## config.mk

```make
export PLATFORM = sky130hd
export DESIGN_NAME = irq_priority_resolver_flat
export DESIGN_NICKNAME = d
export VERILOG_FILES = /design/src/rtl/irq_priority_resolver_if.sv /design/src/rtl/irq_priority_resolver.sv /design/src/flat_wrapper.sv
export SDC_FILE = /design/constraint.sdc
export NUM_CORES = 1
export LEC_CHECK = 0
export BUFFER_PORTS_ARGS = -buffer_cell sky130_fd_sc_hd__buf_4
export CORE_MARGIN = 2
export CORE_UTILIZATION = 55
export CTS_BUF_LIST = sky130_fd_sc_hd__clkbuf_4 sky130_fd_sc_hd__clkbuf_8
export DETAILED_ROUTE_END_ITERATION = 10
export GPL_ROUTABILITY_DRIVEN = 1
export PLACE_DENSITY = 0.8
export SETUP_SLACK_MARGIN = 0.02
export SYNTH_ARGS = -nofsm -noshare
export SYNTH_HDL_FRONTEND = slang
export SYNTH_SLANG_ARGS = --single-unit
```

## constraint.sdc

```tcl
create_clock -name clk -period 10.55 [get_ports clk]
set_input_delay 1.055 -clock clk [delete_from_list [all_inputs] [get_ports clk]]
set_output_delay 1.055 -clock clk [all_outputs]
set_load 0.02 [all_outputs]
```

## src/rtl/irq_priority_resolver_if.sv

```systemverilog
// Bus between the 8259A control logic and the IRR/ISR/priority resolver.
// The master side (control logic) drives requests, mask, mode and acknowledges.
interface irq_priority_resolver_if;
  logic [7:0] IR;
  logic [7:0] IM;
  logic       LTIM;
  logic       AEOI;
  logic [7:0] ocw2;
  logic       ocw2_valid;
  logic       first_ACK;
  logic       second_ACK;
  logic       INT;
  logic [2:0] INT_VEC;
  logic [7:0] IRR;
  logic [7:0] ISR;

  modport master (
    output IR, IM, LTIM, AEOI, ocw2, ocw2_valid, first_ACK, second_ACK,
    input  INT, INT_VEC, IRR, ISR
  );

  modport slave (
    input  IR, IM, LTIM, AEOI, ocw2, ocw2_valid, first_ACK, second_ACK,
    output INT, INT_VEC, IRR, ISR
  );
endinterface

```

## src/rtl/irq_priority_resolver.sv

```systemverilog
// 8259A IRR/ISR stage: request latching, rotating priority resolution against the
// in-service register, INTA vector capture, OCW2 EOI/rotation and automatic EOI.
module irq_priority_resolver #(
  parameter int         NUM_IR       = 8,
  parameter logic [2:0] SPURIOUS_VEC = 3'd7
) (
  input  logic                       clk,
  input  logic                       rst_n,
  irq_priority_resolver_if.slave     bus
);

  logic [NUM_IR-1:0] ir_q, irr_q, isr_q;
  logic [NUM_IR-1:0] irr_n, isr_n, req;
  logic              int_q;
  logic [2:0]        vec_q, vec_n;
  logic [2:0]        lowest, lowest_n;
  logic              rot_aeoi, rot_n;
  logic              ack1_q, ack2_q;
  logic              spur_q, spur_n;
  logic              ack1_rise, ack2_fall;
  logic              req_found, isr_found, qualify, ocw_rot;
  logic [2:0]        best_req, best_isr;
  logic [2:0]        lvl;
  logic              unused_ok;

  // Rank 0 is the highest priority, i.e. the IR just after 'lowest'.
  function automatic logic [2:0] rank(input logic [2:0] idx, input logic [2:0] low);
    return idx - low - 3'd1;
  endfunction

  // Returns {found, index} of the highest-priority set bit under the current rotation.
  function automatic logic [3:0] find_best(input logic [7:0] v, input logic [2:0] low);
    logic [3:0] r;
    logic [2:0] idx;
    r = '0;
    for (int k = 7; k >= 0; k--) begin
      idx = low + 3'd1 + k[2:0];
      if (v[idx]) r = {1'b1, idx};
    end
    return r;
  endfunction

  assign lvl       = bus.ocw2[2:0];
  assign unused_ok = ^bus.ocw2[4:3];
  assign ack1_rise = bus.first_ACK & ~ack1_q;
  assign ack2_fall = ~bus.second_ACK & ack2_q;

  always_comb begin
    req                   = irr_q & ~bus.IM;
    {req_found, best_req} = find_best(req, lowest);
    {isr_found, best_isr} = find_best(isr_q, lowest);
    qualify = req_found && (!isr_found || (rank(best_req, lowest) < rank(best_isr, lowest)));

    irr_n    = bus.LTIM ? bus.IR : (irr_q | (bus.IR & ~ir_q));
    isr_n    = isr_q;
    lowest_n = lowest;
    rot_n    = rot_aeoi;
    vec_n    = vec_q;
    spur_n   = spur_q;
    ocw_rot  = 1'b0;

    if (bus.ocw2_valid) begin
      case (bus.ocw2[7:5])
        3'b001: if (isr_found) isr_n[best_isr] = 1'b0;
        3'b101: if (isr_found) begin
          isr_n[best_isr] = 1'b0;
          lowest_n        = best_isr;
          ocw_rot         = 1'b1;
        end
        3'b011: isr_n[lvl] = 1'b0;
        3'b111: begin
          isr_n[lvl] = 1'b0;
          lowest_n   = lvl;
          ocw_rot    = 1'b1;
        end
        3'b110: begin
          lowest_n = lvl;
          ocw_rot  = 1'b1;
        end
        3'b100:  rot_n = 1'b1;
        3'b000:  rot_n = 1'b0;
        default: ;
      endcase
    end

    if (ack2_fall && bus.AEOI && !spur_q) begin
      isr_n[vec_q] = 1'b0;
      if (rot_aeoi && !ocw_rot) lowest_n = vec_q;
    end

    // Acknowledge set comes last so it wins over any clear of the same bit.
    if (ack1_rise) begin
      if (qualify) begin
        isr_n[best_req] = 1'b1;
        irr_n[best_req] = 1'b0;
        vec_n           = best_req;
        spur_n          = 1'b0;
      end else begin
        vec_n  = SPURIOUS_VEC;
        spur_n = 1'b1;
      end
    end
  end

  always_ff @(posedge clk or negedge rst_n) begin
    if (!rst_n) begin
      ir_q     <= '0;
      irr_q    <= '0;
      isr_q    <= '0;
      int_q    <= 1'b0;
      vec_q    <= 3'd0;
      lowest   <= 3'd7;
      rot_aeoi <= 1'b0;
      ack1_q   <= 1'b0;
      ack2_q   <= 1'b0;
      spur_q   <= 1'b0;
    end else begin
      ir_q     <= bus.IR;
      irr_q    <= irr_n;
      isr_q    <= isr_n;
      int_q    <= qualify;
      vec_q    <= vec_n;
      lowest   <= lowest_n;
      rot_aeoi <= rot_n;
      ack1_q   <= bus.first_ACK;
      ack2_q   <= bus.second_ACK;
      spur_q   <= spur_n;
    end
  end

  assign bus.IRR     = irr_q;
  assign bus.ISR     = isr_q;
  assign bus.INT     = int_q;
  assign bus.INT_VEC = vec_q;

endmodule

```

## src/flat_wrapper.sv

```systemverilog
// flat-port wrapper written by rule: the top's interface ports become plain ports
module irq_priority_resolver_flat 
#(
  parameter int         NUM_IR       = 8,
  parameter logic [2:0] SPURIOUS_VEC = 3'd7
)
  (clk, rst_n, bus_IR, bus_IM, bus_LTIM, bus_AEOI, bus_ocw2, bus_ocw2_valid, bus_first_ACK, bus_second_ACK, bus_INT, bus_INT_VEC, bus_IRR, bus_ISR);
  irq_priority_resolver_if bus_i ();
  input  logic clk;
  input  logic rst_n;
  input wire logic [$bits(bus_i.IR)-1:0] bus_IR;
  input wire logic [$bits(bus_i.IM)-1:0] bus_IM;
  input wire logic [$bits(bus_i.LTIM)-1:0] bus_LTIM;
  input wire logic [$bits(bus_i.AEOI)-1:0] bus_AEOI;
  input wire logic [$bits(bus_i.ocw2)-1:0] bus_ocw2;
  input wire logic [$bits(bus_i.ocw2_valid)-1:0] bus_ocw2_valid;
  input wire logic [$bits(bus_i.first_ACK)-1:0] bus_first_ACK;
  input wire logic [$bits(bus_i.second_ACK)-1:0] bus_second_ACK;
  output wire logic [$bits(bus_i.INT)-1:0] bus_INT;
  output wire logic [$bits(bus_i.INT_VEC)-1:0] bus_INT_VEC;
  output wire logic [$bits(bus_i.IRR)-1:0] bus_IRR;
  output wire logic [$bits(bus_i.ISR)-1:0] bus_ISR;
  assign bus_i.IR = bus_IR;
  assign bus_i.IM = bus_IM;
  assign bus_i.LTIM = bus_LTIM;
  assign bus_i.AEOI = bus_AEOI;
  assign bus_i.ocw2 = bus_ocw2;
  assign bus_i.ocw2_valid = bus_ocw2_valid;
  assign bus_i.first_ACK = bus_first_ACK;
  assign bus_i.second_ACK = bus_second_ACK;
  assign bus_INT = bus_i.INT;
  assign bus_INT_VEC = bus_i.INT_VEC;
  assign bus_IRR = bus_i.IRR;
  assign bus_ISR = bus_i.ISR;
  irq_priority_resolver #(.NUM_IR(NUM_IR), .SPURIOUS_VEC(SPURIOUS_VEC)) u_core (.clk(clk), .rst_n(rst_n), .bus(bus_i));
endmodule
```

==> results of run 1 <==
sequential cells by signal, summed over array words and instances, names as in the netlist:
| signal | count |
|---|---|
| u_core.bus.IRR | 8 |
| u_core.bus.INT | 1 |
| u_core.lowest | 3 |
| u_core.ir_q | 8 |
| u_core.bus.INT_VEC | 3 |
| u_core.bus.ISR | 8 |
| u_core.spur_q | 1 |
| u_core.ack1_q | 1 |
| u_core.ack2_q | 1 |
| u_core.rot_aeoi | 1 |
final cells by class:
cell class              count  area, sq um  share of cell area (%)
flip-flops and latches     35          880                    20.1
clock buffers               6         82.6                    1.88
well taps                  96          120                    2.74
clock inverters             2         16.3                   0.371
inverters                  20         80.1                    1.83
repair buffers             49          368                    8.39
multi-input cells         337         2840                    64.7
per-stage QoR:
step	hold WS, ns	cells	utilization [%]
detailed placement	0.494	537	62.7
finish	0.505	545	64.2
floorplan	0.467	416	-
CTS	0.510	545	64.2
global placement	0.478	537	62.7
global route	0.524	545	64.2
kinds of logic after synthesis:
family	Yosys count
AO/OA/AOI/OAI	142
XOR/XNOR	10
adder cells (fa/ha/maj)	8
buffers and inverters	44
flip-flops	35
multiplexers	48
AND/OR/NAND/NOR	129
routing by layer:
metal  global-route usage, %  up-vias  wire [microns]
li1                        -     1698               -
met5                       0        -               0
met4                    10.5        0             284
met2                    47.7      217            5270
met1                    40.0     1818            4350
met3                    3.73       33             879
critical path: stages (launching register included):
cell,delay [ns]
dfstp_2,1.06
inv_2,0.40
ha_1,0.41
inv_1,0.44
mux4_2,0.66
mux2i_4,0.33
nor2_1,0.07
a221o_1,0.34
a311o_4,0.45
clkinv_4,0.09
ha_1,0.16
fa_1,0.42
ha_1,0.30
a21o_1,0.16
a21o_1,0.21
a211oi_4,0.39
nand2b_1,0.18
o22a_1,0.24
synth_stat cells, drive strengths merged, types with 11 or more instances:
master,number
nor2,17
nand3,12
mux2i,16
a21oi,29
nand2,36
mux4,20
mux2,12
o21ai,20
nor2b,11
dfrtp,32
inv,18
clkbuf,12
buf,12
nand2b,13
worst min path at each step:
stage / start / endpoint / slack, ns / depth (start not counted)
2_1_floorplan: u_core.spur_q / u_core.spur_q / 0.47 / 2
3_3_place_gp: u_core.rot_aeoi / u_core.rot_aeoi / 0.48 / 1
3_5_place_dp: u_core.rot_aeoi / u_core.rot_aeoi / 0.49 / 1
4_1_cts: u_core.rot_aeoi / u_core.rot_aeoi / 0.51 / 1
5_1_grt: u_core.rot_aeoi / u_core.rot_aeoi / 0.52 / 1
6_report: u_core.rot_aeoi / u_core.rot_aeoi / 0.51 / 1
==> results.toml, run 1 <==
[worst_setup_path]
crit_end = "u_core.bus.IRR[7]"
timing.rr.end = "u_core.bus.IRR[7]"
critPathKind = "reg -> reg"
critPathLaunch = "u_core.lowest[0]"
worstPathRequired_ns = 10.74
rr_worst_depth = 17
r2r_start = "u_core.lowest[0]"
end_kind = "register"
cp-start-kind = "register"
crit_fanout = 36
critPathArrivalTime_ns = 6.61
rrSetupSlack_ns = 4.13

[global_routing]
grt_usage_pct = 29.1
grt_overflow = 0
grt_first_pass_wirelength_microns = 17900
grt_pass1_vias = 3628
antenna_found_initial = 0
grt_max_degree = 40

[route]
route.detailed.drc = 0
drtIter0Drc = 347
viasPerCell = 6.91
routedWlPerCell_microns = 19.8
vias = 3766
routed_wl_microns = 10800
antenna_left = 0
first_pass_iters = 5

[layout]
fin_area_sq_mm = 0.00438
nets = 487
layout_commonest_cell = "buf_4"
areaGrowthSynthToFinish_pct = 11.8
fill_cells = 600
antenna_cells = 0
layout_common_cells = "49 x buf_4, 34 x nand2_1, 32 x dfrtp_1"
drive_gt1_share_pct = 25.2

[clock_network]
clk_pin_slew_ns = 0.07
cts_buffers = 5
cts_hold_buf = 0
postCtsResizedCells = 0
htreeDepth = 2
cts_num_sinks = 35
cts-root-buf = "clkbuf_8"
cts_max_path_buffers = 2
cts_tree = "built"
insertion_delay_ns = 0.30
post-cts-setup-buffers = 0

[synthesis]
synth_cell_types = 90
async_flop_share_pct = 100
synth_nets = 455
synth-edff-count = 0
syn_area_sq_mm = 0.00392
synth_area_leader_cell = "dfrtp_1"
ys_top_cells_by_area = "dfrtp_1 20%, mux4_2 9.2%, a21oi_1 3.7%"
postSynthAreaPerCell_sq_um = 9.42
synth-simple-area-share_pct = 18.3
synth_warnings = 0
synth-compound-area-share_pct = 27.0
synthFlopType = "dfrtp_1"
yosysSeqAreaShare_pct = 22.4
synth_top_area_share_pct = 20.4
ys_seq_elements = 35
synthMuxAreaShare_pct = 20.2
synthCells = 416
synthXorXnorAreaFrac_pct = 3.99
synth_top_family_by_area = "compound AO/OA/AOI/OAI gates"
synth-adder-area-share_pct = 2.94

[timing]
slew-limit-headroom_pct = 47.4
fin_crit_sh_pct = 60.9
finalHoldViolCount = 0
final_max_slew_viol_count = 0
skew_ns = 0.0108
setup_tns_ns = 0
rsz0062_at_grt = "no"
worstMarginPinSlew_ns = 0.790
setup_slack_ns = 4.13
fmax_mhz = 156
fin_crit_ns = 6.42
setup_viol = 0

[job]
maxCapViolCount = 0

[floorplanning]
die_w_microns = 88.4
num_rows = 30
start_util_pct = 57.4
die_area_sq_mm = 0.00782
fp.dieH_microns = 88.4
core-area_sq_mm = 0.00683
io_pins = 51

[place]
portBuffers = 48
place_congestion = 0.937
place_area_sq_mm = 0.00429
dp_hpwl_microns = 7880
dp_slack_ns = 4.17

[min_path]
worstHoldPathType = "reg -> reg"

[run_status]
status = "complete, no violations"
Power of run 1 is left out: the tool's default activity adds up to more than one toggle a clock period on the data nets, which glitch-free logic cannot reach.
==> inputs of run 2 (changes only) <==
- PLACE_DENSITY: 0.8 -> 0.84
- clock period: 10.55 -> 5.4 ns (I/O delays scaled with it)
==> run 2 against run 1 <==
Utilization is 1.7 points higher. Critical path depth stayed put. Maximum frequency is 25% higher. Largest cell class unchanged.
==> results.toml, run 2 (synthesis results as in run 1) <==
[timing]
rsz0062_at_grt = "no"
setup_tns_ns = 0
fin_crit_sh_pct = 95.5
finalHoldViolCount = 0
setup_viol = 0
final_max_slew_viol_count = 0
worstMarginPinSlew_ns = 0.694
slew-limit-headroom_pct = 52.4
fmax_mhz = 194
skew_ns = 0.00670
fin_crit_ns = 5.16

[floorplanning]
io_pins = 51
core-area_sq_mm = 0.00683
die_area_sq_mm = 0.00782
die_w_microns = 88.4
fp.dieH_microns = 88.4
start_util_pct = 57.4
num_rows = 30

[layout]
nets = 500
layout_common_cells = "62 x buf_4, 34 x nand2_1, 32 x dfrtp_1"
layout_commonest_cell = "buf_4"
areaGrowthSynthToFinish_pct = 14.8
antenna_cells = 0
fin_area_sq_mm = 0.00450
drive_gt1_share_pct = 27.5

[worst_setup_path]
end_kind = "register"
critPathMostFrequentCell = "ha_1"
cp.depth = 17
slowest_stage = "mux4_2"
rr_worst_depth = 17
worstPathRequired_ns = 5.58
cp-start-kind = "register"
timing.rr.end = "u_core.bus.IRR[7]"
crit_end = "u_core.bus.IRR[7]"
crit_family = "compound AO/OA/AOI/OAI gates"
critPathMaxStageDelay_ns = 0.61
crit_fanout = 9
critPathLaunch = "u_core.lowest[0]"
critPathBufInv = 3
critPathArrivalTime_ns = 5.34
rrSetupSlack_ns = 0.24
critPathKind = "reg -> reg"
r2r_start = "u_core.lowest[0]"
cp_cell_sequence = "inv_2 > ha_1 > inv_1 > mux4_2 > mux2i_4 > nor2_1 > a221o_1 > a311o_4 > clkinv_4 > ha_1 > fa_1 > ha_1 > a21o_1 > a21o_1 > a211oi_4 > nand2b_1 > o22a_1"

[clock_network]
cts_hold_buf = 0
insertion_delay_ns = 0.30
cts-root-buf = "clkbuf_8"
cts_max_path_buffers = 2
cts_tree = "built"
cts_num_sinks = 35
clk_pin_slew_ns = 0.07
cts_buffers = 5
htreeDepth = 2

[route]
vias = 3810
drtIter0Drc = 312
routed_wl_microns = 11100
routedWlPerCell_microns = 19.9
viasPerCell = 6.83
first_pass_iters = 5
route.detailed.drc = 0
antenna_left = 0

[global_routing]
met2_usage_pct = 50.5
grt_max_degree = 36
grt_overflow = 0
grt_pass1_vias = 3719
met1_usage_pct = 38.9
grt_first_pass_wirelength_microns = 18300
top_usage_layer = "met2"
antenna_found_initial = 0
grt_usage_pct = 29.9
met3_usage_pct = 4.76

[place]
place_congestion = 0.954
place_area_sq_mm = 0.00438
portBuffers = 48
dp_hpwl_microns = 8350

[job]
maxCapViolCount = 0

[min_path]
worstHoldPathType = "in -> async"

[run_status]
status = "complete, no violations"
run 2: cell count changes in the layout (fill, tap and decap cells not counted), sizes merged:
cell    previous run  this run
bufinv             0         1
buf               49        62
clkinv             3         2
run 2: worst min-delay path by stage:
stage / to / slack [ns] / cells after the start
3_3_place_gp: u_core.rot_aeoi / 0.49 / 1
6_report: u_core.ir_q[0] / 0.18 / 1
4_1_cts: u_core.ir_q[0] / 0.19 / 1
3_5_place_dp: u_core.rot_aeoi / 0.49 / 1
5_1_grt: u_core.bus.IRR[0] / 0.22 / 1
2_1_floorplan: u_core.ack1_q / 0.24 / 0
run 2: routing by layer:
| layer | wire length (microns) | vias to the layer above |
|---|---|---|
| li1 | - | 1722 |
| met1 | 4460 | 1853 |
| met2 | 5550 | 207 |
| met3 | 815 | 28 |
| met4 | 292 | 0 |
| met5 | 0 | - |
run 2: area by class of cell:
cell class / instances / area [sq um]
Fill cell: 553 / 2330
Multi-Input combinational cell: 337 / 2840
Inverter: 20 / 80.1
Timing Repair Buffer: 62 / 465
Sequential cell: 35 / 880
Clock buffer: 6 / 76.3
Tap cell: 96 / 120
Clock inverter: 2 / 37.5
run 2: what timing repair did:
item / in CTS / in global routing
gates resized for setup: 0 / 1
setup buffers: 0 / 1
setup endpoints to repair: 0 / 17
endpoints found under the hold margin: 0 / 0
run 2: metrics by stage:
step	hold WS [ns]	setup slack, ns	instances	util (%)
after floorplan	0.244	0.260	416	-
after global placement	0.485	0.318	549	64.0
after detailed placement	0.492	0.208	549	64.0
after CTS	0.192	0.175	557	65.7
after global routing	0.216	0.0311	558	65.9
final	0.183	0.245	558	65.9
Power of run 2 is left out for the same reason.
==> inputs of run 3 (changes only) <==
- CORE_UTILIZATION: 55 -> 54
- CTS_BUF_LIST: sky130_fd_sc_hd__clkbuf_4 sky130_fd_sc_hd__clkbuf_8 -> not set
- PLACE_DENSITY: 0.84 -> 0.82
==> run 3 against run 2 <==
Global-route usage is 1.1 points lower. Worst setup slack worse by 0.027 ns. Worst hold slack better by 0.0068 ns. Non-clock buffer count up 1. Utilization down 3.0 points. Sequential share of layout area is 0.065 points higher. Design area down 0.33%. Cell count increased by 0.72%. Clock-buffer cell count increased by 1. Wire length fell by 0.86%. Sequential cell count unchanged. Highest routed layer unchanged.
==> results.toml, run 3 (synthesis results as in run 1) <==
[global_routing]
grt_max_degree = 36
grt_pass1_vias = 3523
grt_overflow = 0
antenna_found_initial = 0
grt_first_pass_wirelength_microns = 17700
grt_usage_pct = 28.8

[route]
routedWlPerCell_microns = 19.6
route.detailed.drc = 0
first_pass_iters = 5
drtIter0Drc = 304
antenna_left = 0
routed_wl_microns = 11000
viasPerCell = 6.70
vias = 3764

[floorplanning]
start_util_pct = 54.9
num_rows = 31
core-area_sq_mm = 0.00714
io_pins = 51
die_w_microns = 89.2
die_area_sq_mm = 0.00796
fp.dieH_microns = 89.2

[clock_network]
cts_buffers = 5
insertion_delay_ns = 0.29
cts_num_sinks = 35
cts_max_path_buffers = 2
cts_tree = "built"
cts-root-buf = "clkbuf_8"
htreeDepth = 2
clk_pin_slew_ns = 0.07

[place]
portBuffers = 48
dp_slack_ns = 0.0202
dp_hpwl_microns = 8180
place_congestion = 0.922

[timing]
fin_crit_ns = 5.18
finalHoldViolCount = 0
slew-limit-headroom_pct = 56.9
worstMarginPinSlew_ns = 0.628
skew_ns = 0.00586
setup_tns_ns = 0
fmax_mhz = 193
final_max_slew_viol_count = 0
whs_ns = 0.190
fin_crit_sh_pct = 96.0
setup_slack_ns = 0.218
setup_viol = 0
rsz0062_at_grt = "no"

[worst_setup_path]
critPathKind = "reg -> reg"
critPathArrivalTime_ns = 5.33
crit_fanout = 9
end_kind = "register"
cp-start-kind = "register"
worstPathRequired_ns = 5.55

[min_path]
worstHoldPathType = "in -> async"

[layout]
areaGrowthSynthToFinish_pct = 14.4
nets = 501
layout_common_cells = "62 x buf_4, 34 x nand2_1, 32 x dfrtp_1"
fill_cells = 623
antenna_cells = 0
drive_gt1_share_pct = 27.6
fin_util_pct = 62.9
layout_commonest_cell = "buf_4"

[run_status]
status = "complete, no violations"

[job]
maxCapViolCount = 0
==> run 3: cell types whose count changed in the layout (fill, tap and decap cells not counted), sizes merged <==
cell,previous run,this run
buf,62,63
bufinv,1,0
clkbuf,6,7
clkinv,2,3
clkinvlp,1,0
==> run 3: routing by layer <==
metal | GRT usage (%) | vias up | part of all wire (%)
met5 | 0 | - | 0
met4 | 11.4 | 0 | 2.6
met3 | 5.26 | 35 | 6.6
met2 | 46.0 | 155 | 49
met1 | 39.1 | 1860 | 41
li1 | - | 1714 | -
==> run 3: area by class of cell <==
| class | count | area (sq um) | share of cell area (%) |
|---|---|---|---|
| clock buffer | 7 | 76.3 | 1.70 |
| sequential | 35 | 880 | 19.6 |
| multi-input combinational | 337 | 2840 | 63.4 |
| inverter | 20 | 80.1 | 1.79 |
| timing repair buffer | 63 | 477 | 10.6 |
| tap | 99 | 124 | 2.76 |
| clock inverter | 1 | 5.00 | 0.112 |
==> run 3: worst max-delay path, stage by stage, from the launching register on <==
cell	delay (ns)
dfstp_2	0.62
ha_2	0.36
inv_1	0.17
mux4_2	0.61
mux2i_4	0.30
nor2_1	0.07
a221o_1	0.34
a311o_4	0.46
clkinv_4	0.10
ha_1	0.16
fa_1	0.44
ha_1	0.32
a21o_1	0.17
a21o_1	0.21
a211oi_4	0.33
and2b_2	0.27
a32oi_1	0.13
==> run 3: through the flow <==
stage / std cells / cell area (sq um)
global route: 562 / 4490
floorplan: 416 / 3920
detailed placement: 552 / 4380
CTS: 560 / 4460
finish: 562 / 4490
global placement: 552 / 4380
==> run 3: path summary, 6_finish.rpt <==
check / from / endpoint / slack [ns] / depth (start not counted)
max: u_core.lowest[1] / u_core.bus.IRR[6] / 0.22 / 16
min: rst_n / u_core.bus.IRR[2] / 0.19 / 1
max reg2reg: u_core.lowest[1] / u_core.bus.IRR[6] / 0.22 / 16
min reg2reg: u_core.rot_aeoi / u_core.rot_aeoi / 0.51 / 1
max in group asynchronous: rst_n / u_core.lowest[1] / 4.87 / 1
min in group clk: bus_IR[1] / u_core.ir_q[1] / 0.36 / 1
==> run 3: timing repair <==
| action | CTS | global route |
|---|---|---|
| pin swaps | 0 | 1 |
| setup buffers | 0 | 2 |
| setup endpoints to repair | 3 | 20 |
| resized for setup | 1 | 3 |
| hold buffers | 0 | 0 |
Power of run 3 is left out for the same reason.
